$ cat src/rtl/regfile_pkg.sv
// regfile_pkg: shared default sizes and the build-time bypass switch (macro REGFILE_BYPASS_EN)
package regfile_pkg;
  localparam int DEF_DATA_W = 8;
  localparam int DEF_ADDR_W = 3;
  localparam int DEF_NUM_RD = 2;
`ifdef REGFILE_BYPASS_EN
  localparam bit BYPASS_EN = 1'b1;
`else
  localparam bit BYPASS_EN = 1'b0;
`endif
endpackage

$ cat src/rtl/regfile_rd_port.sv
// regfile_rd_port: one registered read port (entry mux, write-bypass compare, output register)
//   in : clk, reset (async, active-high), clear, wr_en/wr_addr/wr_data, mem/valid (whole array), rd_en, rd_addr
//   out: rd_data, rd_valid (updated one cycle after rd_en, held while rd_en is low)
//   REGFILE_BYPASS_EN selects forwarding of same-cycle write data via regfile_pkg::BYPASS_EN
module regfile_rd_port
  import regfile_pkg::*;
#(
  parameter int DATA_W = DEF_DATA_W,
  parameter int ADDR_W = DEF_ADDR_W
) (
  input  logic                                 clk,
  input  logic                                 reset,
  input  logic                                 clear,
  input  logic                                 wr_en,
  input  logic [ADDR_W-1:0]                    wr_addr,
  input  logic [DATA_W-1:0]                    wr_data,
  input  logic [(1<<ADDR_W)-1:0][DATA_W-1:0]   mem,
  input  logic [(1<<ADDR_W)-1:0]               valid,
  input  logic                                 rd_en,
  input  logic [ADDR_W-1:0]                    rd_addr,
  output logic [DATA_W-1:0]                    rd_data,
  output logic                                 rd_valid
);
  logic              w_byp;
  logic [DATA_W-1:0] w_data;
  logic              w_valid;
  always_comb begin
    w_byp   = BYPASS_EN && wr_en && (wr_addr == rd_addr);
    w_data  = clear ? '0 : w_byp ? wr_data : mem[rd_addr];
    w_valid = !clear && (w_byp || valid[rd_addr]);
  end
  always_ff @(posedge clk or posedge reset)
    if (reset) begin
      rd_data  <= '0;
      rd_valid <= 1'b0;
    end else if (rd_en) begin
      rd_data  <= w_data;
      rd_valid <= w_valid;
    end
endmodule

$ cat src/rtl/regfile_param.sv
// regfile_param: parameterised register file, one write port, NUM_RD registered read ports
//   in : clk, reset (async, active-high), clear (sync), wr_en/wr_addr/wr_data, rd_en[NUM_RD], rd_addr[NUM_RD*ADDR_W]
//   out: rd_data[NUM_RD*DATA_W], rd_valid[NUM_RD]
//   build option: define REGFILE_BYPASS_EN to forward same-cycle write data to matching reads
module regfile_param
  import regfile_pkg::*;
#(
  parameter int DATA_W = DEF_DATA_W,
  parameter int ADDR_W = DEF_ADDR_W,
  parameter int NUM_RD = DEF_NUM_RD
) (
  input  logic                     clk,
  input  logic                     reset,
  input  logic                     clear,
  input  logic                     wr_en,
  input  logic [ADDR_W-1:0]        wr_addr,
  input  logic [DATA_W-1:0]        wr_data,
  input  logic [NUM_RD-1:0]        rd_en,
  input  logic [NUM_RD*ADDR_W-1:0] rd_addr,
  output logic [NUM_RD*DATA_W-1:0] rd_data,
  output logic [NUM_RD-1:0]        rd_valid
);
  localparam int DEPTH = 1 << ADDR_W;
  logic [DEPTH-1:0][DATA_W-1:0] r_mem;
  logic [DEPTH-1:0]             r_valid;
  always_ff @(posedge clk or posedge reset)
    if (reset) begin
      r_mem   <= '0;
      r_valid <= '0;
    end else if (clear) begin
      r_mem   <= '0;
      r_valid <= '0;
    end else if (wr_en) begin
      r_mem[wr_addr]   <= wr_data;
      r_valid[wr_addr] <= 1'b1;
    end
  for (genvar k = 0; k < NUM_RD; k++) begin : g_rd
    regfile_rd_port #(.DATA_W(DATA_W), .ADDR_W(ADDR_W)) u_rd (
      .clk     (clk),
      .reset   (reset),
      .clear   (clear),
      .wr_en   (wr_en),
      .wr_addr (wr_addr),
      .wr_data (wr_data),
      .mem     (r_mem),
      .valid   (r_valid),
      .rd_en   (rd_en[k]),
      .rd_addr (rd_addr[k*ADDR_W +: ADDR_W]),
      .rd_data (rd_data[k*DATA_W +: DATA_W]),
      .rd_valid(rd_valid[k])
    );
  end
endmodule

$ cat config.mk
export PLATFORM = sky130hd
export DESIGN_NAME = regfile_param
export DESIGN_NICKNAME = d
export VERILOG_FILES = /design/src/rtl/regfile_pkg.sv /design/src/rtl/regfile_rd_port.sv /design/src/rtl/regfile_param.sv
export SDC_FILE = /design/constraint.sdc
export NUM_CORES = 1
export LEC_CHECK = 0
export BUFFER_PORTS_ARGS = -buffer_cell sky130_fd_sc_hd__buf_2
export CORE_UTILIZATION = 45
export CTS_BUF_LIST = sky130_fd_sc_hd__clkbuf_2
export DETAILED_ROUTE_END_ITERATION = 8
export GPL_TIMING_DRIVEN = 0
export MAX_ROUTING_LAYER = met4
export PLACE_DENSITY = 0.68
export SKIP_CTS_REPAIR_TIMING = 1
export SYNTH_ARGS = -nofsm -noshare
export SYNTH_HDL_FRONTEND = slang
export SYNTH_SLANG_ARGS = --single-unit
$ cat constraint.sdc
create_clock -name clk -period 3.1 [get_ports clk]
set_input_delay 0.155 -clock clk [delete_from_list [all_inputs] [get_ports clk]]
set_output_delay 0.155 -clock clk [all_outputs]
set_load 0.1 [all_outputs]
== Word-level counts from Yosys, hierarchy flattened ==
Index checks and enable logic that the tools add are counted.

* Order comparisons: 4
* Multiplexer cells: 19
* Bitwise gates (word level): 1
* Reductions and logical operators: 5

{| class="wikitable"
|+ Operators with widths
! kind !! number
|-
| 64-bit two-way mux || 2
|-
| 64-bit bitwise mux || 1
|-
| 8-bit two-way mux || 7
|-
| 8-bit binary-select mux with 3-bit select || 2
|-
| 8-bit demux with 3-bit select || 1
|-
| 3-bit by 4-bit less-than comparator with 1-bit output, second input constant || 3
|-
| 8-bit OR || 1
|-
| 1-bit binary-select mux with 3-bit select || 2
|-
| 1-bit demux with 3-bit select || 1
|-
| 3-bit by 1-bit greater-or-equal comparator with 1-bit output, second input constant || 1
|-
| 1-bit logical AND || 3
|-
| 1-bit two-way mux || 3
|-
| 2-bit nonzero test || 1
|-
| 1-bit zero test || 1
|}

* Flip-flop bits (word level): 90
* Bits of input ports: 23
* Output and inout port bits: 18
* Logic and storage cells: 42

== Longest topological paths before layout ==
* Word-level depth: 7
* Mapped depth: 5
* Gate-level depth less buffers: 3

== Modules after synthesis ==
Synthesis repeated with hierarchy kept, for this count alone.

* Cell total of the unflattened synthesis: 431
* Area, all modules: 5079.9 µm²

{| class="wikitable"
|+ By module, submodules not included
! module !! instances !! cells each !! area an instance (µm²) !! seq. area each (µm²)
|-
| regfile_param || 1 || 263 || 3195.6 || 1801.7
|-
| regfile_rd_port || 2 || 84 || 942.2 || 225.2
|}

== Worst setup path after synthesis ==
Ideal clock, no wire load.

* Path kind: reg-to-reg
* Start point: reg g_rd[0].u_rd.rd_data[0] (netlist name)
* End point: reg g_rd[0].u_rd.rd_data[0]
* Setup time: 0.101 ns
* Arrival time: 1.110 ns
* Data required time: 2.999 ns
* Setup slack: 1.889 ns
* Stages on the path, launching flop included: 3
* Buffers on the path: 0
* Clock period less this slack: 1.211 ns
* Path through: dfrtp_1 inv_1 o32ai_1

{| class="wikitable"
|+ RTL lines
! item !! line !! source
|-
| to (signal assigned) || regfile_rd_port.sv:37 || <nowiki>rd_data <= w_data;</nowiki>
|-
| to (decl) || regfile_rd_port.sv:21 || <nowiki>output logic [DATA_W-1:0] rd_data,</nowiki>
|}

== Worst setup path after layout ==
* Start point: reg g_rd[1].u_rd.rd_valid
* End point: out rd_valid[1]

{| class="wikitable"
|+ RTL lines
! item !! line !! source
|-
| from (decl) || regfile_rd_port.sv:22 || <nowiki>output logic rd_valid</nowiki>
|-
| from (signal assigned) || regfile_rd_port.sv:38 || <nowiki>rd_valid <= w_valid;</nowiki>
|-
| to (decl) || regfile_param.sv:21 || <nowiki>output logic [NUM_RD-1:0] rd_valid</nowiki>
|}

No word-level cell between the ends.

==> flow_summary.ini <==
[place]
place_congestion = 0.848
io_buffers = 30
post-place-ws_ns = 1.55
hpwl_um = 9500

[synthesis]
synth_cell_types = 30
netlist.top_cell.by_area = dfrtp_1
yosys.area_share.simple_pct = 16.3
syn_area_um2 = 4850
synth_area_leaders = dfrtp_1, mux2_2, nand2_1
synth_top_area_share_pct = 46.5
synth_top_family_by_area = multiplexers
syn_nets = 493
synth_compound_area_share_pct = 10.5
syn_inst = 470
synth_ff_type = dfrtp_1
synth_xor_area_share_pct = 0
synth_edf_count = 0
ys_seq_elements = 90
synthMuxAreaShare_pct = 20.4
synthAdderAreaFrac_pct = 0
yosysMostFrequentCell = dfrtp_1
yosys_warnings = 0
synth_common_cells = dfrtp_1, nand2_1, nor2_1
async_reset_ff_share_pct = 100
syn_avg_cell_area_um2 = 10.3
ys_seq_area_share_pct = 46.5

[timing]
worst_slew_pin_slew_ns = 0.646
finalCritPeriodShare_pct = 52.4
relSlewSlack_pct = 56.9
skew_ns = 0.0203
period_minus_slack_ns = 1.62
finalSetupTns_ns = 0
rsz0062_at_grt = false
finalHoldViolCount = 0
drv_slew = 0
setup_violations = 0
fmax_ghz = 0.616
fin_ws_ns = 1.48

[worst_setup_path]
cp_num_buf_inv = 2
slowest_stage = dfrtp_1
critPathLaunchType = register
criticalPathCategory = reg2out
crit_arrival_ns = 1.47
cp_max_fo = 2
worstSetupEndpointType = primary output
critPathMaxStageDelay_ns = 0.41
cp.required_ns = 2.94
critPathTopFamily = buffers and inverters
cp_cell_sequence = buf_4, buf_2

[global_route]
grt_pass1_wl_um = 20700
grt_max_degree = 58
grt-ovfl-total = 0
grt_antenna_before_repair = 0
grt.total_usage_pct = 25.8
grt_pass1_vias = 3764

[clock_tree]
cts_tree = built
cts_inserted_buffers = 9
cts_sinks = 90
clk_path_buf_depth = 2
cts.htree.levels = 3
clk_pin_slew_ns = 0.25
insertion_delay_ns = 0.57
cts-root-buf = clkbuf_2

[die]
core_um2 = 10400
fp.dieW_um = 106
pin_count = 41
dieHeight_um = 106
initial_core_util_pct = 46.7
die_area_um2 = 11200
rows = 37

[power_and_ir_drop]
power.density_nw_per_um2 = 462
peakVddDrop_mv = 0.197
cellLeakagePower_nw = 2.41

[worst_hold_path]
holdCritPathClass = in2reg

[route]
ant_nets = 0
vias_per_cell = 5.94
wl_um = 13500
drt-initial-drc-count = 178
vias = 3937
first_pass_iters = 4
drcViolationCount = 0
wl_per_cell_um = 20.4

[job]
drv_cap = 0

[finish]
antenna-diode-count = 0
nets = 545
fillers = 977
layout-drive-gt1-share_pct = 21.1
area_delta_synth_final_pct = 13.0

[outcome]
outcome = complete, no violations
## metrics by stage
stage / hold WS [ns] / util, % / total power [mW] / area [um^2] / cells
floorplan: 0.380 / - / 1.58 / 4850 / 470
global placement: 0.469 / 49.8 / 1.69 / 5170 / 636
detailed placement: 0.213 / 50.1 / 1.70 / 5200 / 637
CTS: -0.434 / 51.8 / 2.52 / 5380 / 653
global route: 0.0166 / 52.8 / 2.61 / 5480 / 663
finish: 0.0461 / 52.8 / 2.53 / 5480 / 663
## kinds of logic after synthesis
group / after synthesis
compound gates: 80
buf+inv: 59
flops: 90
mux: 70
simple gates: 171
## report_power, final
part / switching, mW / total [mW] / internal (mW)
registers: 0.0257 / 1.24 / 1.21
clock network: 0.409 / 0.836 / 0.427
logic: 0.323 / 0.452 / 0.129
## layout make-up
type	instances	area [um^2]	area share [%]
buffer	44	249	4.55
clock buffer	10	50.0	0.914
tap	136	170	3.11
multi-input combinational	321	2290	41.8
timing repair buffer	41	278	5.07
sequential	90	2250	41.1
clock inverter	6	129	2.35
inverter	15	58.8	1.07
## layer usage
metal	vias to the layer above	GRT usage, %	share of wire, %
met3	33	4.64	6.4
met2	163	40.2	47
met1	1982	33.0	42
met4	0	11.6	4.0
li1	1759	-	-
met5	-	-	0
## cell usage in the layout, fill, tap and decap left out, types with 2 or more instances in the layout
cell type	synthesis	layout
dfrtp_1	90	90
nand2_1	82	82
nor2_1	54	54
buf_2	10	40
a21oi_1	40	40
mux2_2	28	28
mux2i_1	24	24
clkbuf_1	19	19
o22ai_1	14	14
inv_1	15	14
o32ai_1	14	14
nor2b_1	12	12
nand2b_1	10	10
mux4_2	10	10
clkbuf_2	0	10
dlygate4sd3_1	0	10
buf_4	9	9
mux4_1	8	8
a2111oi_0	4	4
a211oi_1	4	4
o41ai_1	4	4
bufinv_16	0	4
and4b_1	3	3
nand4b_1	3	3
buf_6	2	2
buf_8	2	2
buf_1	2	2
and4bb_2	2	2
## state kept, by name, summed over array words and instances, names as in the netlist
| signal | flops |
|---|---|
| r_mem | 64 |
| g_rd.u_rd.rd_valid | 2 |
| r_valid | 8 |
| g_rd.u_rd.rd_data | 16 |
## worst register-to-register path: stages, from the launching register on
cell,delay [ns]
dfrtp_1,0.45
mux4_1,0.55
nor2_1,0.12
o32ai_1,0.09
## worst paths after layout
path / from / endpoint / slack [ns] / cells past startpoint
max: g_rd[1].u_rd.rd_valid / rd_valid[1] / 1.48 / 2
min: rd_en[0] / g_rd[0].u_rd.rd_data[0] / 0.05 / 2
max reg2reg: r_mem[19] / g_rd[1].u_rd.rd_data[3] / 1.77 / 3
min reg2reg: g_rd[0].u_rd.rd_data[1] / g_rd[0].u_rd.rd_data[1] / 0.51 / 2
max in group asynchronous: reset / g_rd[1].u_rd.rd_data[3] / 2.34 / 4
min in group asynchronous: reset / r_mem[49] / 0.10 / 3
No activity file was read; power rests on OpenSTA's default activity.
